[src/rtl/humidity_controller_if.sv]
`default_nettype none
// ============================================================================
//  Module      : humidity_controller_if
//  Description : Sensor / setpoint / relay bundle for humidity_controller.
//                slave  modport : the controller (consumes humidity and
//                                 setpoints, drives relays and status).
//                master modport : whatever supplies humidity and setpoints
//                                 and observes the relay and status outputs.
//  Signals     : humidity[9:0]      RH in tenths of % (0-1000, may read up
//                                   to 1023)
//                setpoint_low[9:0]  start-misting threshold
//                setpoint_high[9:0] start-venting threshold
//                clear_fault        one-cycle pulse, clears mist_timeout
//                mister_on          mister relay drive
//                fan_on             vent fan relay drive
//                state[1:0]         IDLE=00 MIST=01 VENT=10 LOCKOUT=11
//                mist_timeout       sticky MIST timeout fault
//                cfg_error          setpoint_low >= setpoint_high
//  Revision    : 1.0 - initial release
// ============================================================================
interface humidity_controller_if;
    logic [9:0] humidity;
    logic [9:0] setpoint_low;
    logic [9:0] setpoint_high;
    logic       clear_fault;
    logic       mister_on;
    logic       fan_on;
    logic [1:0] state;
    logic       mist_timeout;
    logic       cfg_error;

    modport slave (
        input  humidity,
        input  setpoint_low,
        input  setpoint_high,
        input  clear_fault,
        output mister_on,
        output fan_on,
        output state,
        output mist_timeout,
        output cfg_error
    );

    modport master (
        output humidity,
        output setpoint_low,
        output setpoint_high,
        output clear_fault,
        input  mister_on,
        input  fan_on,
        input  state,
        input  mist_timeout,
        input  cfg_error
    );
endinterface
`default_nettype wire

[src/rtl/humidity_controller.sv]
`default_nettype none
// ============================================================================
//  Module      : humidity_controller
//  Description : Mister / vent-fan controller. Humidity is sampled once per
//                SAMPLE_DIV cycles; CONFIRM consecutive out-of-band samples
//                start misting or venting, hysteresis plus a minimum on time
//                govern the exit, every run ends in a MIN_OFF lockout, and
//                misting is cut off after MAX_ON cycles with a sticky fault.
//  Ports       : clk    - system clock, rising edge
//                rst_n  - asynchronous active-low reset
//                bus    - humidity_controller_if.slave (sensor, setpoints,
//                         relay drives and status)
//  Revision    : 1.0 - initial release
// ============================================================================
module humidity_controller #(
    parameter int SAMPLE_DIV = 1000,
    parameter int CONFIRM    = 3,
    parameter int HYST       = 20,
    parameter int MIN_ON     = 50000,
    parameter int MAX_ON     = 5000000,
    parameter int MIN_OFF    = 100000
) (
    input  wire logic             clk,
    input  wire logic             rst_n,
    humidity_controller_if.slave  bus
);

    typedef enum logic [1:0] {
        ST_IDLE    = 2'b00,
        ST_MIST    = 2'b01,
        ST_VENT    = 2'b10,
        ST_LOCKOUT = 2'b11
    } state_t;

    localparam int c_TICK_W    = $clog2(SAMPLE_DIV);
    localparam int c_CNT_W     = $clog2(CONFIRM + 1);
    localparam int c_DWELL_TOP = (MAX_ON > MIN_OFF) ? MAX_ON : MIN_OFF;
    localparam int c_DWELL_W   = $clog2(c_DWELL_TOP + 1);

    localparam logic [c_TICK_W-1:0]  c_TICK_LAST = c_TICK_W'(SAMPLE_DIV - 1);
    localparam logic [c_CNT_W-1:0]   c_CONFIRM   = c_CNT_W'(CONFIRM);
    localparam logic [c_DWELL_W-1:0] c_DWELL_SAT = c_DWELL_W'(c_DWELL_TOP);
    localparam logic [c_DWELL_W-1:0] c_MIN_ON    = c_DWELL_W'(MIN_ON);
    localparam logic [c_DWELL_W-1:0] c_MAX_LAST  = c_DWELL_W'(MAX_ON - 1);
    localparam logic [c_DWELL_W-1:0] c_OFF_LAST  = c_DWELL_W'(MIN_OFF - 1);
    localparam logic [10:0]          c_HYST      = 11'(HYST);
    localparam logic [10:0]          c_RH_MAX    = 11'd1000;

    state_t                 r_state;
    logic                   r_mister_on;
    logic                   r_fan_on;
    logic                   r_mist_timeout;
    logic                   r_cfg_error;
    logic [c_TICK_W-1:0]    r_tick_cnt;
    logic [c_DWELL_W-1:0]   r_dwell;
    logic [c_CNT_W-1:0]     r_low_cnt;
    logic [c_CNT_W-1:0]     r_high_cnt;

    logic                   w_tick;
    logic [10:0]            w_sample;
    logic [10:0]            w_low_sum;
    logic [10:0]            w_low_exit;
    logic [10:0]            w_high_sp;
    logic [10:0]            w_high_exit;
    logic                   w_low_q;
    logic                   w_high_q;
    logic [c_CNT_W-1:0]     w_low_next;
    logic [c_CNT_W-1:0]     w_high_next;
    logic                   w_to_mist;
    logic                   w_to_vent;
    logic                   w_min_on_met;
    logic                   w_mist_dry_ok;
    logic                   w_vent_wet_ok;
    logic                   w_mist_max;
    logic                   w_off_done;

    assign w_tick = (r_tick_cnt == c_TICK_LAST);

    // Readings above 100.0 % are treated as exactly 100.0 %.
    assign w_sample = (bus.humidity > 10'd1000) ? c_RH_MAX : {1'b0, bus.humidity};

    // Exit thresholds: 11-bit sum so setpoint_low+HYST cannot wrap before the
    // 1000 clamp; setpoint_high-HYST floors at zero instead of underflowing.
    assign w_low_sum   = {1'b0, bus.setpoint_low} + c_HYST;
    assign w_low_exit  = (w_low_sum > c_RH_MAX) ? c_RH_MAX : w_low_sum;
    assign w_high_sp   = {1'b0, bus.setpoint_high};
    assign w_high_exit = (w_high_sp > c_HYST) ? (w_high_sp - c_HYST) : 11'd0;

    assign w_low_q     = (w_sample < {1'b0, bus.setpoint_low});
    assign w_high_q    = (w_sample > w_high_sp);
    assign w_low_next  = r_low_cnt + 1'b1;
    assign w_high_next = r_high_cnt + 1'b1;
    assign w_to_mist   = w_low_q  && (w_low_next  == c_CONFIRM);
    assign w_to_vent   = w_high_q && (w_high_next == c_CONFIRM);

    assign w_min_on_met  = (r_dwell >= c_MIN_ON);
    assign w_mist_dry_ok = w_tick && w_min_on_met && (w_sample >= w_low_exit);
    assign w_vent_wet_ok = w_tick && w_min_on_met && (w_sample <= w_high_exit);
    assign w_mist_max    = (r_dwell == c_MAX_LAST);
    assign w_off_done    = (r_dwell == c_OFF_LAST);

    // State, relay drives and counters share one register block so the
    // relays always change on the same edge as the state they belong to.
    always_ff @(posedge clk or negedge rst_n) begin
        if (!rst_n) begin
            r_state        <= ST_IDLE;
            r_mister_on    <= 1'b0;
            r_fan_on       <= 1'b0;
            r_mist_timeout <= 1'b0;
            r_cfg_error    <= 1'b0;
            r_tick_cnt     <= '0;
            r_dwell        <= '0;
            r_low_cnt      <= '0;
            r_high_cnt     <= '0;
        end else begin
            r_tick_cnt  <= w_tick ? '0 : r_tick_cnt + 1'b1;
            r_cfg_error <= (bus.setpoint_low >= bus.setpoint_high);

            if (r_dwell != c_DWELL_SAT) begin
                r_dwell <= r_dwell + 1'b1;
            end

            // A timeout set later in this block overrides this clear.
            if (bus.clear_fault) begin
                r_mist_timeout <= 1'b0;
            end

            case (r_state)
                ST_IDLE: begin
                    if (r_cfg_error) begin
                        r_low_cnt  <= '0;
                        r_high_cnt <= '0;
                    end else if (w_tick) begin
                        if (w_to_mist) begin
                            r_state     <= ST_MIST;
                            r_mister_on <= 1'b1;
                            r_dwell     <= '0;
                            r_low_cnt   <= '0;
                            r_high_cnt  <= '0;
                        end else if (w_to_vent) begin
                            r_state    <= ST_VENT;
                            r_fan_on   <= 1'b1;
                            r_dwell    <= '0;
                            r_low_cnt  <= '0;
                            r_high_cnt <= '0;
                        end else begin
                            r_low_cnt  <= w_low_q  ? w_low_next  : '0;
                            r_high_cnt <= w_high_q ? w_high_next : '0;
                        end
                    end
                end

                ST_MIST: begin
                    if (w_mist_max || r_cfg_error || w_mist_dry_ok) begin
                        r_state     <= ST_LOCKOUT;
                        r_mister_on <= 1'b0;
                        r_dwell     <= '0;
                        if (w_mist_max) begin
                            r_mist_timeout <= 1'b1;
                        end
                    end
                end

                ST_VENT: begin
                    if (r_cfg_error || w_vent_wet_ok) begin
                        r_state  <= ST_LOCKOUT;
                        r_fan_on <= 1'b0;
                        r_dwell  <= '0;
                    end
                end

                default: begin
                    if (w_off_done) begin
                        r_state    <= ST_IDLE;
                        r_dwell    <= '0;
                        r_low_cnt  <= '0;
                        r_high_cnt <= '0;
                    end
                end
            endcase
        end
    end

    assign bus.mister_on    = r_mister_on;
    assign bus.fan_on       = r_fan_on;
    assign bus.state        = r_state;
    assign bus.mist_timeout = r_mist_timeout;
    assign bus.cfg_error    = r_cfg_error;

endmodule
`default_nettype wire
[src/flat_wrapper.sv]
// flat-port wrapper written by rule: the top's interface ports become plain ports
module humidity_controller_flat 
#(
    parameter int SAMPLE_DIV = 1000,
    parameter int CONFIRM    = 3,
    parameter int HYST       = 20,
    parameter int MIN_ON     = 50000,
    parameter int MAX_ON     = 5000000,
    parameter int MIN_OFF    = 100000
)
  (clk, rst_n, bus_humidity, bus_setpoint_low, bus_setpoint_high, bus_clear_fault, bus_mister_on, bus_fan_on, bus_state, bus_mist_timeout, bus_cfg_error);
  humidity_controller_if bus_i ();
  input  wire logic clk;
  input  wire logic rst_n;
  input wire logic [$bits(bus_i.humidity)-1:0] bus_humidity;
  input wire logic [$bits(bus_i.setpoint_low)-1:0] bus_setpoint_low;
  input wire logic [$bits(bus_i.setpoint_high)-1:0] bus_setpoint_high;
  input wire logic [$bits(bus_i.clear_fault)-1:0] bus_clear_fault;
  output wire logic [$bits(bus_i.mister_on)-1:0] bus_mister_on;
  output wire logic [$bits(bus_i.fan_on)-1:0] bus_fan_on;
  output wire logic [$bits(bus_i.state)-1:0] bus_state;
  output wire logic [$bits(bus_i.mist_timeout)-1:0] bus_mist_timeout;
  output wire logic [$bits(bus_i.cfg_error)-1:0] bus_cfg_error;
  assign bus_i.humidity = bus_humidity;
  assign bus_i.setpoint_low = bus_setpoint_low;
  assign bus_i.setpoint_high = bus_setpoint_high;
  assign bus_i.clear_fault = bus_clear_fault;
  assign bus_mister_on = bus_i.mister_on;
  assign bus_fan_on = bus_i.fan_on;
  assign bus_state = bus_i.state;
  assign bus_mist_timeout = bus_i.mist_timeout;
  assign bus_cfg_error = bus_i.cfg_error;
  humidity_controller #(.SAMPLE_DIV(SAMPLE_DIV), .CONFIRM(CONFIRM), .HYST(HYST), .MIN_ON(MIN_ON), .MAX_ON(MAX_ON), .MIN_OFF(MIN_OFF)) u_core (.clk(clk), .rst_n(rst_n), .bus(bus_i));
endmodule
[config.mk]
export PLATFORM = sky130hd
export DESIGN_NAME = humidity_controller_flat
export DESIGN_NICKNAME = d
export VERILOG_FILES = /design/src/rtl/humidity_controller_if.sv /design/src/rtl/humidity_controller.sv /design/src/flat_wrapper.sv
export SDC_FILE = /design/constraint.sdc
export NUM_CORES = 1
export LEC_CHECK = 0
export CAP_MARGIN = 20
export CELL_PAD_IN_SITES_DETAIL_PLACEMENT = 0
export CELL_PAD_IN_SITES_GLOBAL_PLACEMENT = 2
export CORE_UTILIZATION = 36
export CTS_BUF_LIST = sky130_fd_sc_hd__clkbuf_4 sky130_fd_sc_hd__clkbuf_8 sky130_fd_sc_hd__clkbuf_16
export DETAILED_ROUTE_END_ITERATION = 8
export PLACE_DENSITY = 0.84
export REMOVE_ABC_BUFFERS = 1
export SLEW_MARGIN = 15
export SYNTH_ARGS = -nofsm -noshare
export SYNTH_HDL_FRONTEND = slang
export SYNTH_SLANG_ARGS = --single-unit
export TNS_END_PERCENT = 30
[constraint.sdc]
create_clock -name clk -period 3.45 [get_ports clk]
set_input_delay 0.69 -clock clk [delete_from_list [all_inputs] [get_ports clk]]
set_output_delay 0.69 -clock clk [all_outputs]
set_load 0.01 [all_outputs]
; After elaboration in Yosys (flattened, before gate mapping)
; Cells that the tools add are included.
[word_totals]
inputBits = 33
regBits = 43
word_cells = 108
output_inout_bits = 6
[classes]
n_mux = 48
n_eq_ne = 17
n_reduce_logical = 18
bitwise_logic = 1
n_addsub = 6
magnitude_cmp = 9
[op_table]
columns = op, count
row1 = $mux W23, 8
row2 = $pmux W23 S3, 1
row3 = $mux W2, 17
row4 = $add A23 B1 Y23 const B, 1
row5 = $eq A23 B17 Y1 const B, 1
row6 = $eq A23 B23 Y1 const B, 1
row7 = $ge A23 B16 Y1 const B, 1
row8 = $ne A23 B23 Y1 const B, 1
row9 = $mux W11, 2
row10 = $mux W10, 2
row11 = $mux W1, 13
row12 = $reduce_and A6 Y1, 2
row13 = $add A10 B5 Y11 const B, 1
row14 = $ge A11 B11 Y1, 1
row15 = $gt A11 B10 Y1, 1
row16 = $gt A11 B10 Y1 const B, 1
row17 = $le A11 B11 Y1, 1
row18 = $lt A11 B10 Y1, 1
row19 = $sub A10 B5 Y11 const B, 1
row20 = $add A10 B1 Y10 const B, 1
row21 = $eq A10 B10 Y1 const B, 1
row22 = $ge A10 B10 Y1, 1
row23 = $gt A10 B10 Y1 const B, 1
row24 = $gt A10 B5 Y1 const B, 1
row25 = 18 further kinds, 37

; Depth between registers and ports, before layout
[depth]
ltp_word = 9
depth_mapped = 17
mapped_depth_nobuf = 16

; Worst setup path before layout
; No wires, ideal clock.
[synth_path]
path_type = input to register
from = input port bus_setpoint_low[3]
to = register u_core.r_state[0] (netlist: u_core.bus.state[0])
path_buffers = 0
setup_slack_ps = -266
path_stages = 16
arrival_ps = 3588
cell_sequence = inv_1 ha_1 a31oi_1 nand3_1 nand2_1 a311oi_1 nor4_1 or2_2 ha_1 a211o_1 a31oi_1 o221ai_1 o2111ai_1 and4_4 nor4_2 mux2_1
[synth_via]
elab_chain_cells = 8
elab_cells_between_ends = 15
cone_classes = add/sub: 1 / order compare: 3 / eq/ne: 2 / mux: 5 / reduce/logical: 4
[synth_lines]
columns = element, line_no
row1 = "start, declared", flat_wrapper.sv:16  ; input wire logic [$bits(bus_i.setpoint_low)-1:0] bus_setpoint_low;
row2 = $add A10 B5 Y11, humidity_controller.sv:84  ; assign w_low_sum = {1'b0, bus.setpoint_low} + c_HYST;
row3 = $gt A11 B10 Y1, humidity_controller.sv:85  ; assign w_low_exit = (w_low_sum > c_RH_MAX) ? c_RH_MAX : w_low_sum;
row4 = $mux W11, humidity_controller.sv:85
row5 = $ge A11 B11 Y1, humidity_controller.sv:97  ; assign w_mist_dry_ok = w_tick && w_min_on_met && (w_sample >= w_low_exit);
row6 = $logic_and A1 B1 Y1, humidity_controller.sv:97
row7 = $logic_or A1 B1 Y1, humidity_controller.sv:154  ; if (w_mist_max || r_cfg_error || w_mist_dry_ok) begin
row8 = $ne A2 B1 Y1 (no source line), n/a
row9 = $reduce_and A6 Y1 (no source line), n/a
row10 = "end signal, assigned", humidity_controller.sv:106  ; r_state <= ST_IDLE;
row11 = "end signal, assigned", humidity_controller.sv:155  ; r_state <= ST_LOCKOUT;
row12 = "end signal, assigned", humidity_controller.sv:166  ; r_state <= ST_LOCKOUT;
row13 = "end, declared", humidity_controller.sv:49  ; state_t r_state;
; Parallel ways exist; a longest one is shown, timed or not. The select of a mux whose other input is x is not followed.
; A chain may end at the register's enable or synchronous reset.

; Final worst setup path
[layout_path]
from = input port bus_setpoint_high[7]
to = register u_core.r_state[1] (netlist: u_core.bus.state[1])
[layout_via]
elab_chain_cells = 7
elab_cells_between_ends = 11
cone_classes = add/sub: 1 / order compare: 3 / eq/ne: 2 / mux: 1 / reduce/logical: 4
[layout_lines]
columns = element, line_no
row1 = "start, declared", flat_wrapper.sv:17  ; input wire logic [$bits(bus_i.setpoint_high)-1:0] bus_setpoint_high;
row2 = $sub A10 B5 Y11 or $gt A10 B5 Y1 (tied branches), humidity_controller.sv:87  ; assign w_high_exit = (w_high_sp > c_HYST) ? (w_high_sp - c_HYST) : 11'd0;
row3 = $mux W11, humidity_controller.sv:87
row4 = $le A11 B11 Y1, humidity_controller.sv:98  ; assign w_vent_wet_ok = w_tick && w_min_on_met && (w_sample <= w_high_exit);
row5 = $logic_and A1 B1 Y1, humidity_controller.sv:98
row6 = $logic_or A1 B1 Y1, humidity_controller.sv:165  ; if (r_cfg_error || w_vent_wet_ok) begin
row7 = $ne A2 B1 Y1 (no source line), n/a
row8 = $reduce_and A6 Y1 (no source line) (*), n/a
row9 = "end signal, assigned", humidity_controller.sv:106
row10 = "end signal, assigned", humidity_controller.sv:166
row11 = "end signal, assigned", humidity_controller.sv:174  ; r_state <= ST_IDLE;
; Every way passes the cells marked *; elsewhere a longest branch is shown, timed or not.

==> run summary <==
SYNTH
-------------------------------------------------------------------------------------
Library cell with the largest summed area after synthesis .............. sky130_fd_sc_hd__dfrtp_1
Combined area of all synthesized cells ................................. 0.003973 sq mm
Number of enable-type register cells in the synthesized netlist ........            0
Top cell type's share of synthesized area ..............................       27.09%
Mux contribution to synthesized area ...................................       1.071%
Number of distinct library cells after synthesis .......................           63
Synth top area cells ................................................... sky130_fd_sc_hd__dfrtp_1 27%, sky130_fd_sc_hd__ha_1 20%, sky130_fd_sc_hd__xor2_1 4.0%
Syn avg cell area ......................................................  8.599 sq um
Predominant post-synthesis flop cell ................................... sky130_fd_sc_hd__dfrtp_1
Synth async-reset ratio ................................................       100.0%
Yosys warning total ....................................................            0
Post-synthesis register bit count ......................................           43
Commonest cells in the netlist ......................................... 62 x sky130_fd_sc_hd__ha_1, 43 x sky130_fd_sc_hd__dfrtp_1, 40 x sky130_fd_sc_hd__inv_1, 40 x sky130_fd_sc_hd__nand2_1, 38 x sky130_fd_sc_hd__nor2_1
Cell count after synthesis .............................................          462
Sequential share of the synthesized area ...............................       27.09%
Adder-Cell Fraction of Synth Area ......................................       19.53%
Fraction of synthesized cell area in xor and xnor cells ................       7.276%
Simple-gate portion of the synthesized area ............................       26.11%
Main combinational cell family by area after synthesis ................. simple AND/OR/NAND/NOR gates
Compound-Gate Fraction of Synth Area ...................................       14.11%
Dominant cell by count in the synthesized netlist ...................... sky130_fd_sc_hd__ha_1

POWER
-------------------------------------------------------------------------------------
P_sw ...................................................................     419.5 uW
Power density over the cells ........................................... 244.7 mW/mm^2
Cell-internal power ....................................................     965.5 uW
Share of total power in the clock network ..............................        26.2%
Switching portion of total power .......................................       30.29%
Share of total power in combinational logic ............................        35.2%
IR Drop Worst-Case VDD .................................................    0.1755 mV
Lkg Pwr ................................................................  0.002722 uW
Share of total power in sequential cells ...............................        38.7%

PLACED DESIGN
-------------------------------------------------------------------------------------
Count of buffers from port buffering ...................................           38
Last weighted congestion value of the routability-driven placer ........       0.8676
Post-DP HPWL ...........................................................     8.702 mm
DP Worst Slack .........................................................    -1.509 ns

TIMING
-------------------------------------------------------------------------------------
Unrepaired setup endpoints after global routing ........................         true
Tmin final .............................................................     3.627 ns
Number of endpoints failing setup at the final stage ...................           20
Hold violation total from the final report .............................            0
Post-Route Hold Slack ..................................................    0.3096 ns
Max_slew headroom ......................................................       64.12%
Slew Viols, Final ......................................................            0
Top achievable clock speed .............................................    275.7 MHz
Worst Slack Setup Final ................................................   -0.1767 ns
Part of the cycle the worst path needs .................................       105.1%
Slew at the pin closest to its max-slew limit ..........................    0.5325 ns
Post-route clock skew ..................................................  0.006367 ns

LAYOUT
-------------------------------------------------------------------------------------
Number of nets in the layout ...........................................          686
Post-Route Utilization .................................................       53.85%
Fraction of final layout cells with drive strength greater than 1 ......       29.73%
Number of antenna diodes ...............................................            0
Area growth from synthesis to layout ...................................       42.46%
Number of fillers in the final layout ..................................          948

DIE
-------------------------------------------------------------------------------------
Core Box Area .......................................................... 0.01051 sq mm
Initial standard-cell utilization of the core ..........................       37.80%
Horizontal die dimension ...............................................     107.0 um
Std cell rows ..........................................................           37
I/O pin cnt ............................................................           39
Vertical die dimension .................................................     107.0 um
Area of the die ........................................................ 0.01146 sq mm

CRITICAL PATH
-------------------------------------------------------------------------------------
Max Fanout on Critical Path ............................................            3
Critical R2R Capture ................................................... u_core.bus.state[1]$_DFFE_PN0P_
Reg2reg setup slack ....................................................      0.66 ns
Category of the worst setup path capture point .........................     register
Cell count of the worst reg-to-reg path ................................            9
Worst r2r src .......................................................... u_core.r_tick_cnt[0]$_DFF_PN0_
Critical path startpoint category ...................................... primary input
Critical path start-end classification .................................       in2reg
Arrival time reported for the critical path endpoint ...................      3.81 ns
Data required, critical path ...........................................      3.63 ns

CTS
-------------------------------------------------------------------------------------
Clock tree from TritonCTS ..............................................         done
Number of buffers created by CTS .......................................            5
Number of H-tree levels ................................................            2
Clock latency on the worst-skew pair ...................................      0.29 ns
Number of buffers on the longest clock path ............................            2
CTS Root Buffer Type ................................................... sky130_fd_sc_hd__clkbuf_8
Number of buffers added to fix hold violations after cts ...............            0
Clock-pin slew of the registers on the worst-case setup and hold paths .      0.08 ns
Sinks on Clock Net .....................................................           43

ROUTE
-------------------------------------------------------------------------------------
Per-cell routed wire length ............................................     15.81 um
Overall via count from detail_route ....................................        3,809
Total Wirelength .......................................................     11.51 mm
Post-DR vias/cell ......................................................        5.232
First-iteration detailed-routing DRC count .............................          143
Number of nets with antenna violations after routing ...................            0
First drt pass iteration count .........................................            4
Residual DRC ...........................................................            0

GLOBAL ROUTE
-------------------------------------------------------------------------------------
Wire length of the first global-routing pass ...........................     19.36 mm
All-layer global routing usage .........................................       21.12%
Pin count of the biggest net entering global routing ...................           44
Global-route congestion overflow total .................................            0
Number of antenna violations at the first check in global routing ......            0
Number of global-route vias before repair ..............................        3,889

HOLD PATH
-------------------------------------------------------------------------------------
Worst Hold Class .......................................................     in2async

FLOW RUN
-------------------------------------------------------------------------------------
Max-cap viol count .....................................................            0

RUN STATUS
-------------------------------------------------------------------------------------
Status ................................................................. finished with violations
Violations in the final reports ........................................ setup timing

-- critical path, cell delays in order --
cell	delay, ns
sky130_fd_sc_hd__dlygate4sd2_1	0.26
sky130_fd_sc_hd__nor3_2	0.22
sky130_fd_sc_hd__and3_4	0.22
sky130_fd_sc_hd__o21ai_2	0.07
sky130_fd_sc_hd__buf_4	0.15
sky130_fd_sc_hd__nand2_2	0.07
sky130_fd_sc_hd__ha_4	0.19
sky130_fd_sc_hd__a21o_1	0.18
sky130_fd_sc_hd__a21oi_2	0.14
sky130_fd_sc_hd__or4bb_1	0.53
sky130_fd_sc_hd__a31o_4	0.25
sky130_fd_sc_hd__buf_4	0.15
sky130_fd_sc_hd__nor4_4	0.34
sky130_fd_sc_hd__mux2_4	0.33
-- cell usage in the layout, fill, tap and decap left out, types with 10 or more instances in the layout --
master / n
sky130_fd_sc_hd__nor2_1: 35
sky130_fd_sc_hd__xor2_1: 18
sky130_fd_sc_hd__o21ai_0: 15
sky130_fd_sc_hd__nand3_1: 21
sky130_fd_sc_hd__a21oi_1: 17
sky130_fd_sc_hd__ha_1: 54
sky130_fd_sc_hd__dfrtp_1: 43
sky130_fd_sc_hd__xnor2_1: 15
sky130_fd_sc_hd__dlymetal6s2s_1: 10
sky130_fd_sc_hd__nand2_1: 39
sky130_fd_sc_hd__clkdlybuf4s50_1: 13
sky130_fd_sc_hd__buf_4: 89
sky130_fd_sc_hd__inv_1: 35
-- power by group through the flow --
stage / logic [uW] / registers [uW] / clock network, uW
after detailed placement: 419 / 546 / 0
after floorplan: 206 / 544 / 0
after global placement: 409 / 546 / 0
after global routing: 540 / 539 / 395
after CTS: 458 / 536 / 373
final: 487 / 535 / 362
-- sequential cells by signal, summed over array words and instances, names as in the netlist --
register / cells
u_core.r_dwell: 23
u_core.r_tick_cnt: 10
u_core.bus.state: 2
u_core.r_high_cnt: 2
u_core.r_low_cnt: 2
u_core.bus.cfg_error: 1
u_core.bus.fan_on: 1
u_core.bus.mist_timeout: 1
u_core.bus.mister_on: 1
-- final cells by class --
cell class | instances | area, sq um | area share [%]
Clock buffer | 8 | 103.9 | 1.835
Inverter | 40 | 152.6 | 2.697
Sequential cell | 43 | 1076 | 19.01
Multi-Input combinational cell | 370 | 3043 | 53.77
Tap cell | 136 | 170.2 | 3.007
Timing Repair Buffer | 131 | 1114 | 19.68
-- metal layers --
metal | GRT usage [%] | vias up | part of all wire (%)
met1 | 30.06 | 1834 | 51
met4 | 2.838 | 0 | 0.68
met5 | 0 | - | 0
li1 | - | 1921 | -
met3 | 2.188 | 7 | 2.1
met2 | 35.21 | 47 | 47
-- worst max-delay path by stage --
stage | from | to | slack [ns]
6_report | bus_setpoint_high[7] | u_core.bus.state[1]$_DFFE_PN0P_ | -0.18
5_1_grt | bus_setpoint_high[7] | u_core.bus.state[1]$_DFFE_PN0P_ | -0.25
4_1_cts | bus_humidity[8] | u_core.bus.state[1]$_DFFE_PN0P_ | -0.25
3_5_place_dp | bus_setpoint_low[3] | u_core.r_dwell[3]$_DFF_PN0_ | -1.51
3_3_place_gp | bus_setpoint_high[3] | u_core.r_dwell[5]$_DFF_PN0_ | -1.29
2_1_floorplan | bus_setpoint_high[3] | u_core.r_dwell[0]$_DFF_PN0_ | -0.37
-- timing repair --
item	in CTS	in global routing
endpoints found under the hold margin	0	0
pin swaps	20	18
endpoints found under the setup margin	29	29
setup buffers	11	6
resized for setup	75	37
cloned	1	0
-- cells by family (layout without fill, tap and decap cells) --
kind of cell    count (synthesis)  count (layout)
simple gates                  185             186
xor+xnor                       33              33
buf+inv                        50             179
mux                             4               4
flops                          43              43
compound gates                 85              85
fa+ha+maj                      62              62
-- through the flow --
| stage | std cells | instance area, sq um | power, uW | setup TNS, ns |
|---|---|---|---|---|
| global placement | 702 | 5047 | 954.3 | -33.69 |
| floorplan | 452 | 3931 | 750.0 | -8.659 |
| finish | 728 | 5659 | 1385 | -0.8084 |
| detailed placement | 702 | 5047 | 964.6 | -38.99 |
| CTS | 722 | 5473 | 1367 | -1.987 |
| global route | 728 | 5659 | 1475 | -3.036 |
(Power assumes the default switching activity.)
